===== config.mk =====
export PLATFORM = sky130hd
export DESIGN_NAME = i2c_arbiter
export DESIGN_NICKNAME = d
export VERILOG_FILES = /design/src/rtl/i2c_arbiter.sv
export SDC_FILE = /design/constraint.sdc
export NUM_CORES = 1
export LEC_CHECK = 0
export BUFFER_PORTS_ARGS = -buffer_cell sky130_fd_sc_hd__buf_2
export CAP_MARGIN = 0
export CORE_ASPECT_RATIO = 1.75
export CORE_UTILIZATION = 45
export CTS_CLUSTER_DIAMETER = 200
export DETAILED_ROUTE_END_ITERATION = 12
export MAX_ROUTING_LAYER = met4
export PLACE_DENSITY = 0.8
export SLEW_MARGIN = 20
export SYNTH_ARGS = -nofsm -noshare
export SYNTH_HDL_FRONTEND = slang
export SYNTH_SLANG_ARGS = --single-unit

===== constraint.sdc =====
create_clock -name CLK -period 2.3 [get_ports CLK]
set_clock_uncertainty 0.1 [all_clocks]
set_input_delay 0.345 -clock CLK [delete_from_list [all_inputs] [get_ports CLK]]
set_output_delay 0.345 -clock CLK [all_outputs]
set_load 0.02 [all_outputs]

===== src/rtl/i2c_arbiter.sv =====
// Round-robin arbiter and transaction sequencer sharing one i2c_controller among N_REQ clients.
// Optional watchdog: define I2C_ARB_TIMEOUT_EN to abort a stuck transaction after TIMEOUT_CYCLES.
module i2c_arbiter #(
    parameter int N_REQ          = 4,
    parameter int TIMEOUT_CYCLES = 200_000
) (
    input  logic                     CLK,
    input  logic                     NRST,
    input  logic [N_REQ-1:0]         REQ,
    input  logic [7*N_REQ-1:0]       REQ_ADDR,
    input  logic [8*N_REQ-1:0]       REQ_DATA,
    input  logic [N_REQ-1:0]         REQ_RW,
    output logic [N_REQ-1:0]         ACK,
    output logic [N_REQ-1:0]         ERR,
    output logic [7:0]               RDATA,
    output logic [$clog2(N_REQ)-1:0] GNT_ID,
    output logic                     GNT_VALID,
    output logic [7:0]               C_IDATA,
    output logic [6:0]               C_IADDR,
    output logic                     C_RW,
    output logic                     C_IDRDY,
    input  logic                     C_BUSY,
    input  logic [7:0]               C_ODATA,
    input  logic                     C_ODRDY
);

    // state       | meaning
    // S_IDLE      | bus free check, round-robin grant
    // S_LAUNCH    | IDRDY pulse issued, drop it next
    // S_WAIT_BUSY | wait for controller to report busy
    // S_WAIT_DONE | capture read data, wait for busy to fall
    // S_RESP      | ACK/ERR pulse to the granted requester

    localparam int ID_W = $clog2(N_REQ);

    typedef enum logic [2:0] {
        S_IDLE,
        S_LAUNCH,
        S_WAIT_BUSY,
        S_WAIT_DONE,
        S_RESP
    } state_t;

    state_t           state, state_nxt;
    logic [ID_W-1:0]  last, last_nxt;
    logic [N_REQ-1:0] ack_nxt, err_nxt;
    logic [7:0]       rdata_nxt, idata_nxt;
    logic [6:0]       iaddr_nxt;
    logic [ID_W-1:0]  gnt_id_nxt;
    logic             gnt_valid_nxt, rw_nxt, idrdy_nxt;
    logic             found;
    logic [ID_W-1:0]  win;
    logic [ID_W:0]    cand;
    logic             tmo;

    // Search downward so the candidate closest to last+1 is assigned last and wins.
    always_comb begin
        found = 1'b0;
        win   = '0;
        cand  = '0;
        for (int i = N_REQ; i >= 1; i--) begin
            cand = {1'b0, last} + (ID_W+1)'(i);
            if (cand >= (ID_W+1)'(N_REQ))
                cand = cand - (ID_W+1)'(N_REQ);
            if (REQ[cand[ID_W-1:0]]) begin
                found = 1'b1;
                win   = cand[ID_W-1:0];
            end
        end
    end

`ifdef I2C_ARB_TIMEOUT_EN
    localparam int TMR_W = $clog2(TIMEOUT_CYCLES + 1);

    logic [TMR_W-1:0] tmr;

    always_ff @(posedge CLK or negedge NRST) begin
        if (!NRST)
            tmr <= '0;
        else if (state == S_LAUNCH)
            tmr <= TMR_W'(TIMEOUT_CYCLES - 1);
        else if ((state == S_WAIT_BUSY || state == S_WAIT_DONE) && tmr != '0)
            tmr <= tmr - TMR_W'(1);
    end

    assign tmo = (state == S_WAIT_BUSY || state == S_WAIT_DONE) && (tmr == '0);
`else
    logic unused_tmo_cfg;
    assign unused_tmo_cfg = (TIMEOUT_CYCLES != 0);
    assign tmo            = 1'b0;
`endif

    always_comb begin
        state_nxt     = state;
        last_nxt      = last;
        ack_nxt       = '0;
        err_nxt       = '0;
        rdata_nxt     = RDATA;
        gnt_id_nxt    = GNT_ID;
        gnt_valid_nxt = GNT_VALID;
        idata_nxt     = C_IDATA;
        iaddr_nxt     = C_IADDR;
        rw_nxt        = C_RW;
        idrdy_nxt     = 1'b0;
        case (state)
            S_IDLE: begin
                if (!C_BUSY && found) begin
                    iaddr_nxt     = REQ_ADDR[int'(win)*7 +: 7];
                    idata_nxt     = REQ_DATA[int'(win)*8 +: 8];
                    rw_nxt        = REQ_RW[win];
                    gnt_id_nxt    = win;
                    gnt_valid_nxt = 1'b1;
                    idrdy_nxt     = 1'b1;
                    state_nxt     = S_LAUNCH;
                end
            end
            S_LAUNCH: state_nxt = S_WAIT_BUSY;
            S_WAIT_BUSY: begin
                if (C_BUSY) begin
                    state_nxt = S_WAIT_DONE;
                end else if (tmo) begin
                    ack_nxt[GNT_ID] = 1'b1;
                    err_nxt[GNT_ID] = 1'b1;
                    last_nxt        = GNT_ID;
                    state_nxt       = S_RESP;
                end
            end
            S_WAIT_DONE: begin
                // A timeout leaves RDATA untouched; a busy fall wins over a timeout.
                if (C_ODRDY && !(C_BUSY && tmo))
                    rdata_nxt = C_ODATA;
                if (!C_BUSY) begin
                    ack_nxt[GNT_ID] = 1'b1;
                    last_nxt        = GNT_ID;
                    state_nxt       = S_RESP;
                end else if (tmo) begin
                    ack_nxt[GNT_ID] = 1'b1;
                    err_nxt[GNT_ID] = 1'b1;
                    last_nxt        = GNT_ID;
                    state_nxt       = S_RESP;
                end
            end
            S_RESP: begin
                gnt_valid_nxt = 1'b0;
                state_nxt     = S_IDLE;
            end
            default: state_nxt = S_IDLE;
        endcase
    end

    always_ff @(posedge CLK or negedge NRST) begin
        if (!NRST) begin
            state     <= S_IDLE;
            last      <= ID_W'(N_REQ - 1);
            ACK       <= '0;
            ERR       <= '0;
            RDATA     <= '0;
            GNT_ID    <= '0;
            GNT_VALID <= 1'b0;
            C_IDATA   <= '0;
            C_IADDR   <= '0;
            C_RW      <= 1'b0;
            C_IDRDY   <= 1'b0;
        end else begin
            state     <= state_nxt;
            last      <= last_nxt;
            ACK       <= ack_nxt;
            ERR       <= err_nxt;
            RDATA     <= rdata_nxt;
            GNT_ID    <= gnt_id_nxt;
            GNT_VALID <= gnt_valid_nxt;
            C_IDATA   <= idata_nxt;
            C_IADDR   <= iaddr_nxt;
            C_RW      <= rw_nxt;
            C_IDRDY   <= idrdy_nxt;
        end
    end

endmodule

==> reports/summary.txt, run 1 <==
Worst setup startpoint = last[1]
Chip width = 54.8 um
GR Overflow Total = 0
RR Startpoint = last[1]
Vias in the first global route = 2135
Crit-path slowest cell = dfstp_2
Met2 routed WL = 3430 um
Post CTS Setup Buffer Count = 0
Largest net degree at the start of global routing = 38
Ant diodes = 0
Post_cts resized = 0
# fillers = 442
Die height = 94.5 um
Critical path buffer and inverter count = 1
Post-synth ARST share = 100%
Routed wl met3 = 269 um
Via density = 5.81
Top cell type's share of synthesized area = 39.8%
Via Count = 2320
Peak supply drop = 724 uV
Synth Cell Area = 2200 sq um
Final setup vio count = 0
Avg Inst Size Synth = 8.94 sq um
YS warnings = 0
WL met1 = 2350 um
Worst Setup End Kind = register
DIE AREA = 5180 sq um
Drt pass-1 iters = 4
Arr. time, crit path = 1910 ps
Syn-to-layout area delta = 30.1%
Cts bufs inserted = 5
RSZ-0062 raised after global routing = no
Gpl congestion = 0.870
Average wire per standard cell = 15.5 um
Worst Tran Pin Value = 846 ps
FMAX = 540 MHz
Critical Path RT = 2360 ps
Port-buffer cells = 111
Synth area leaders = dfrtp_1 (40%), nand3_1 (15%), a21oi_1 (7.7%), mux2i_1 (7.3%), a32oi_1 (6.4%)
Synth area leader = dfrtp_1
Post-place setup slack = 186 ps
CP Launch Type = register
TritonCTS sink count = 37
Primary FF master, synth = dfrtp_1
Synthesized flop and latch total = 37
Post-synthesis sequential area ratio = 42.2%
Max-slew violation count = 0
CTS H-tree lvls = 2
Uppermost layer routed = met4
CTS Buffer Depth = 2
Clk pin slew, worst setup/hold paths = 80 ps
Net count reported at finish = 427
Later-pin clock latency in the skew report = 280 ps
Hpwl dp = 4380 um
Starting Density = 46.7%
Initial DRC count = 43
Antenna-violating nets left = 0
WS Path Type = register to register
Synth cell types = 32
Slowest stage delay, CP = 600 ps
Critical-path cell list = nand2_1, a31oi_2, buf_4, a21oi_1, mux2i_1, nand3_1
Root buf cell = clkbuf_8
Period minus WS final = 1850 ps
Max-slew headroom = 43.6%
Status = finished, final reports clean
Fin. Hold Viols = 0
Total track usage = 25.1%
Power Density = 1130 nW/um^2
Period utilization = 80.6%
PnR worst setup slack = 447 ps
Initial antenna violation count = 0
Ports = 116
Hold-fix buffers at CTS = 0
Row cnt = 33
First-pass GRT wire length = 9250 um
CTS tree = yes
DRC viols = 0
Delay-heaviest family, CP = flip-flops
Final wirelength = 6180 um
Leakage = 0.00141 uW
Worst-path fanout max = 32
Layout cells sized above 1 = 40.6%
MaxCap Viol Count = 0
Post-synth EDFFs = 0
Core area = 4710 sq um
HP Class = input pin to asynchronous set/reset pin
Gate Count Post-Synth = 246
Final setup TNS = 0 ps
[area by class of cell]
cell class	instances	area (sq um)	area share (%)
inverter	3	11.3	0.394
sequential	37	928	32.5
clock buffer	7	86.3	3.02
tap	52	65.1	2.27
timing repair buffer	119	628	22.0
multi-input combinational	181	1140	39.9
[kinds of logic after synthesis]
| group | share of synthesized area [%] |
|---|---|
| simple gates | 21.5 |
| compound gates | 17.4 |
| flops | 42.2 |
| buf+inv | 7.34 |
| mux | 11.4 |
| other cells | 0.171 |
[report_power, final]
| part | internal, uW | switching [uW] |
|---|---|---|
| registers | 940 | 201 |
| logic | 635 | 992 |
| clock network | 238 | 221 |
| total | 1810 | 1410 |
[metal layers]
layer | track usage [%] | up-vias
li1 | - | 1112
met1 | 27.1 | 1111
met2 | 43.2 | 83
met3 | 4.03 | 14
met4 | 10.3 | 0
met5 | - | -
[final timing paths]
| path | endpoint | slack [ps] | depth (start not counted) |
|---|---|---|---|
| setup / recovery | C_IDATA[6] | 450 | 6 |
| hold / removal | C_IADDR[3] | 60 | 1 |
| setup reg to reg | C_IDATA[6] | 450 | 6 |
| hold reg to reg | C_RW | 400 | 2 |
| max in group asynchronous | ACK[0] | 1500 | 1 |
| min in group CLK | RDATA[0] | 190 | 2 |
[per-stage QoR]
step	std cells	hold WS (ps)	area (sq um)	power (uW)	util, %
floorplan	249	-50.6	2210	2230	-
CTS	399	86.7	2860	3250	60.8
global placement	392	380	2770	2730	58.9
detailed placement	392	383	2770	2790	58.9
global route	399	119	2860	3440	60.8
finish	399	60.1	2860	3230	60.8
[registers in the layout, indices dropped and copies added, names as in the netlist, 2 cells and up]
name,flops
C_IDATA,8
RDATA,8
C_IADDR,7
ACK,4
state,3
GNT_ID,2
last,2
[Yosys cell counts, types with 3 or more instances]
library cell and count:
nor3_1 3, dfrtp_1 35, and3_1 3, nand3_1 64, nor2_1 6, buf_1 3, buf_6 3, clkbuf_1 12
a32oi_1 16, a21oi_1 34, mux2i_1 16, buf_2 6, nand2b_1 4, mux2_2 8, nand2_1 8, buf_4 4
[cell usage in the layout (no fill, tap or decap)]
cell type,count
clkbuf_1,1
buf_2,111
or3_1,1
a32oi_1,16
mux2_2,8
dfstp_2,2
conb_1,4
o221a_2,1
a22oi_1,1
inv_2,1
clkbuf_8,6
or4_1,1
a21oi_1,34
dfrtp_1,35
nand3_1,64
nand2b_1,4
nor3b_1,1
nand2_2,1
a21boi_0,1
buf_12,1
a21o_1,2
buf_4,7
a31oi_2,2
nor4_4,1
and3_1,3
nand2_1,8
nor3_1,3
o21ai_0,2
o221ai_1,1
mux2i_1,16
inv_1,2
nor2_1,6
[worst register-to-register path: stages (launching register included)]
cell,delay [ps]
dfstp_2,600
nand2_1,100
a31oi_2,210
buf_4,350
a21oi_1,110
mux2i_1,170
nand3_1,100
Power figures use the tool's default switching activity.
==> inputs of run 2 (changes only) <==
==> constraint.sdc (replaced) <==
create_clock -name CLK -period 1.8 [get_ports CLK]
set_clock_uncertainty 0.1 [all_clocks]
set_input_delay 0.27 -clock CLK [delete_from_list [all_inputs] [get_ports CLK]]
set_output_delay 0.27 -clock CLK [all_outputs]
set_load 0.02 [all_outputs]
==> reports/summary.txt, run 2 (same netlist as run 1, synthesis figures left out) <==
Status = finished, final reports clean
Worst hold stages = 2
CTS tree = yes
HP Class = input pin to register
Net count reported at finish = 445 (+4.2%)
Final setup vio count = 0 (unchanged)
Later-pin clock latency in the skew report = 290 ps (about the same)
RR Startpoint = last[1]
Gr busiest metal = met2
Critical Path RT = 1870 ps (-490 ps)
Gpl congestion = 0.961 (+10%)
Leakage = 0.00153 uW (+8.6%)
Period minus WS final = 1790 ps (-61.6 ps)
Worst-path fanout max = 9 (-72%)
Final wirelength = 6620 um (+7.0%)
Total track usage = 26.6% (+1.6 points)
Reg2Reg Setup Slack = 9 ps (-440 ps)
CTS Buffer Depth = 2 (unchanged)
CP Launch Type = register
Commonest non-fill, non-tap cell in the layout = buf_2
Root buf cell = clkbuf_8
Final setup TNS = 0 ps (unchanged)
Overall power = 4600 uW (+43%)
Period utilization = 99.5% (+19 points)
Hpwl dp = 4820 um (+10%)
Row cnt = 33 (unchanged)
Arr. time, crit path = 1860 ps (-50 ps)
GR Util met3 = 4.03% (unchanged)
Reg2reg end = C_IDATA[0]
RSZ-0062 raised after global routing = yes
Post-place setup slack = -60.1 ps (-246 ps)
Die height = 94.5 um (unchanged)
Ports = 116 (unchanged)
Hold Crit Start = C_ODATA[3]
Routing usage on met1 = 27.1% (-0.045 points)
Drt pass-1 iters = 4 (unchanged)
Core area = 4710 sq um (unchanged)
FMAX = 558 MHz (+3.4%)
Vias in the first global route = 2228 (+4.4%)
Max-slew violation count = 0 (unchanged)
Antenna-violating nets left = 0 (unchanged)
Largest regs = C_IDATA: 8 flops, RDATA: 8 flops, C_IADDR: 7 flops
Ant diodes = 0 (unchanged)
Grt met2 use = 49.2% (+6.0 points)
DRC viols = 0 (unchanged)
PnR worst setup slack = 8.78 ps (-438 ps)
Fin. Hold Viols = 0 (unchanged)
TritonCTS sink count = 37 (unchanged)
First-pass GRT wire length = 9810 um (+6.1%)
Fin Hold WS = 105 ps (+45.0 ps)
Port-buffer cells = 111 (unchanged)
Cts bufs inserted = 5 (unchanged)
MaxCap Viol Count = 0 (unchanged)
Via Count = 2387 (+2.9%)
Power Density = 1460 nW/um^2 (+29%)
Worst Hold Path EP = RDATA[3]
Worst Setup End Kind = register
# fillers = 408 (-7.7%)
WS Path Type = register to register
Max-slew headroom = 62.7% (+19 points)
Layout cells sized above 1 = 45.6% (+5.0 points)
CTS H-tree lvls = 2 (unchanged)
Clk pin slew, worst setup/hold paths = 80 ps (about the same)
DIE AREA = 5180 sq um (unchanged)
Worst Tran Pin Value = 560 ps (-285 ps)
GR Overflow Total = 0 (unchanged)
Largest net degree at the start of global routing = 23 (-39%)
Syn-to-layout area delta = 43.5%
Initial antenna violation count = 0 (unchanged)
Chip width = 54.8 um (unchanged)
Average wire per standard cell = 15.8 um (+2.2%)
Starting Density = 46.7% (unchanged)
Peak supply drop = 999 uV (+38%)
Initial DRC count = 51 (+19%)
Via density = 5.71 (-1.8%)
Cells on worst reg2reg path = 6 (unchanged)
Most frequent cells in the layout = buf_2 (111), nand3_1 (64), dfrtp_1 (34)
-- run 2: how the worst max path moves through the flow --
| stage | from | to | slack (ps) |
|---|---|---|---|
| 6_report | last[1] | C_IDATA[0] | 9 |
| 2_1_floorplan | REQ[0] | C_IADDR[4] | -50 |
| 4_1_cts | last[1] | C_IDATA[2] | 6 |
| 5_1_grt | last[1] | C_IDATA[4] | -80 |
| 3_3_place_gp | REQ[0] | C_IDATA[7] | -20 |
| 3_5_place_dp | REQ[0] | C_IADDR[4] | -60 |
-- run 2: per-stage QoR --
step	utilization (%)	cell area (sq um)	cells
global route	67.0	3160	418
CTS	65.5	3080	415
floorplan	-	2230	249
finish	67.0	3160	418
global placement	62.2	2930	405
detailed placement	62.2	2930	405
-- run 2: routing by layer --
| layer | wire (um) | share of wire, % |
|---|---|---|
| met2 | 3790 | 57 |
| met5 | 0 | 0 |
| met1 | 2370 | 36 |
| met4 | 89 | 1.3 |
| met3 | 369 | 5.6 |
-- run 2: area by class of cell --
class | instances | area [sq um] | share of cell area (%)
multi-input cells | 182 | 1210 | 38.5
repair buffers | 136 | 816 | 25.9
inverters | 3 | 11.3 | 0.357
well taps | 52 | 65.1 | 2.06
clock buffers | 6 | 82.6 | 2.62
clock inverters | 2 | 37.5 | 1.19
flip-flops and latches | 37 | 930 | 29.5
-- run 2: what timing repair did --
item / CTS / global route
hold endpoints to repair: 19 / 0
gates cloned: 1 / 1
hold buffers: 1 / 0
pin swaps: 0 / 2
endpoints found under the setup margin: 14 / 16
buffers inserted: 0 / 2
resized for setup: 4 / 8
-- run 2: critical path, stage by stage, from the launching register on --
cell	delay (ps)
dfstp_2	570
nand2b_1	110
a21o_1	160
o221a_4	250
buf_12	160
mux2i_4	240
nand3_1	80
-- run 2: report_power, final --
group          leakage [uW]  switching (uW)  internal, uW
Sequential         0.000456             239          1200
Combinational       0.00102            1380          1020
Clock             0.0000574             312           451
==> inputs of run 3 (changes only) <==
--- a/config.mk
+++ b/config.mk
@@ -13,6 +13,7 @@
 export DETAILED_ROUTE_END_ITERATION = 12
 export MAX_ROUTING_LAYER = met4
 export PLACE_DENSITY = 0.8
+export SETUP_SLACK_MARGIN = 0.02
 export SLEW_MARGIN = 20
 export SYNTH_ARGS = -nofsm -noshare
 export SYNTH_HDL_FRONTEND = slang
==> reports/summary.txt, run 3 (same netlist as run 1, synthesis figures left out) <==
Status = finished, final reports clean
Net count reported at finish = 443 (-0.45%)
Die height = 94.5 um (unchanged)
TritonCTS sink count = 37 (unchanged)
Chip width = 54.8 um (unchanged)
Most frequent cells in the layout = buf_2 (111), nand3_1 (64), dfrtp_1 (35)
Worst setup startpoint = last[1]
Commonest non-fill, non-tap cell in the layout = buf_2
Clk pwr share = 16.4% (-0.2 points)
Reg2reg end = C_IADDR[1]
Gpl congestion = 0.924 (-3.8%)
Worst-path fanout max = 6 (-3)
Antenna-violating nets left = 0 (unchanged)
Max-slew violation count = 0 (unchanged)
Gate power share = 52.3% (+0.2 points)
Fin Hold WS = 103 ps (-1.69 ps)
Starting Density = 46.7% (unchanged)
Max-slew headroom = 62.5% (-0.20 points)
Total track usage = 27.5% (+0.91 points)
Final Non-Filler Cells = 416 (-0.48%)
Worst Hold Path EP = C_IADDR[0]
Later-pin clock latency in the skew report = 290 ps (about the same)
Ports = 116 (unchanged)
Sw Ratio = 41.8% (about the same)
Via density = 5.75 (+0.65%)
PnR worst setup slack = 16.5 ps (+7.74 ps)
CTS H-tree lvls = 2 (unchanged)
Final setup vio count = 0 (unchanged)
Via Count = 2391 (+0.17%)
Fin. Hold Viols = 0 (unchanged)
Ant diodes = 0 (unchanged)
DRC viols = 0 (unchanged)
CTS Buffer Depth = 2 (unchanged)
Worst Setup End Kind = register
DIE AREA = 5180 sq um (unchanged)
CP Launch Type = register
Peak supply drop = 1090 uV (+9.4%)
Layout cells sized above 1 = 44.8% (-0.85 points)
Largest regs = C_IDATA: 8 flops, RDATA: 8 flops, C_IADDR: 7 flops
GR Overflow Total = 0 (unchanged)
Period utilization = 99.1% (-0.43 points)
Critical Path RT = 1870 ps (about the same)
Final design area excluding fillers = 3140 sq um (-0.63%)
Root buf cell = clkbuf_8
Reg2Reg Setup Slack = 20 ps (about the same)
Syn-to-layout area delta = 42.6%
First-pass GRT wire length = 10000 um (+2.2%)
Period minus WS final = 1780 ps (-7.74 ps)
Hpwl dp = 4630 um (-4.1%)
Row cnt = 33 (unchanged)
Clk pin slew, worst setup/hold paths = 80 ps (about the same)
MaxCap Viol Count = 0 (unchanged)
CTS tree = yes
Core area = 4710 sq um (unchanged)
Internal = 2680 uW (about the same)
Sw Pwr = 1930 uW (-0.11%)
Power Density = 1470 nW/um^2 (+0.61%)
Placed cell count = 401 (-0.99%)
Vias in the first global route = 2298 (+3.1%)
Arr. time, crit path = 1860 ps (about the same)
Largest net degree at the start of global routing = 23 (unchanged)
Hold Crit Start = REQ_ADDR[21]
WS Path Type = register to register
RR Startpoint = last[1]
Leakage = 0.00153 uW (about the same)
Final wirelength = 6710 um (+1.5%)
Worst Tran Pin Value = 563 ps (+3.06 ps)
Worst hold stages = 3 (+1)
Initial antenna violation count = 0 (unchanged)
Initial DRC count = 93 (+82%)
RSZ-0062 raised after global routing = yes
Average wire per standard cell = 16.1 um (+2.0%)
Post-DP Area = 2870 sq um (-1.9%)
Post-place setup slack = -162 ps (-101 ps)
Port-buffer cells = 111 (unchanged)
Cells on worst reg2reg path = 6 (unchanged)
HP Class = input pin to register
Cts bufs inserted = 5 (unchanged)
Flop pwr share = 31.3% (about the same)
Drt pass-1 iters = 4 (unchanged)
FMAX = 561 MHz (+0.43%)
-- run 3: how the worst max path moves through the flow --
| stage | end | slack, ps | cells past startpoint |
|---|---|---|---|
| after floorplan | C_IADDR[4] | -50 | 9 |
| after global placement | C_IDATA[7] | -80 | 7 |
| after detailed placement | C_RW | -160 | 5 |
| after CTS | C_IADDR[3] | -10 | 6 |
| after global routing | C_IADDR[4] | -90 | 6 |
| final | C_IADDR[1] | 20 | 6 |
-- run 3: routing by layer --
layer	wire length (um)	vias to the layer above	track usage [%]
met5	0	-	-
met4	107	0	11.1
met3	396	9	3.70
met2	3860	102	49.8
met1	2350	1134	27.9
li1	-	1146	-
-- run 3: timing repair --
item,4_1_cts,5_1_grt
cloned,2,1
endpoints found under the setup margin,16,16
setup buffers,2,1
resized for setup,9,3
pin swaps,6,4
hold buffers,1,0
hold endpoints to repair,19,0
-- run 3: per-stage QoR --
stage	setup TNS [ps]	utilization [%]	power, uW
floorplan	-614	-	2860
global placement	-965	61.1	3570
detailed placement	-2220	61.1	3630
CTS	-17.2	65.7	4540
global route	-1160	66.6	4890
finish	0	66.6	4600
-- run 3: power groups by stage --
stage,Sequential [uW],Clock [uW],Combinational [uW]
after floorplan,1800,0,1060
after global placement,1440,0,2130
after detailed placement,1450,0,2180
after CTS,1440,766,2330
after global routing,1490,793,2610
final,1440,755,2410
-- run 3: cell type report --
type                    instances  area, sq um
clock inverters                 1         30.0
clock buffers                   7         86.3
repair buffers                134          796
flip-flops and latches         37          928
well taps                      52         65.1
fillers                       418         1570
inverters                       3         11.3
multi-input cells             182         1220
-- run 3: worst max-delay path: stages (launching register included) --
cell and delay [ps]:
dfstp_2 580, nand2b_1 110, a21o_1 150, o221a_4 270
clkbuf_16 180, mux2i_1 180, nand3_1 90
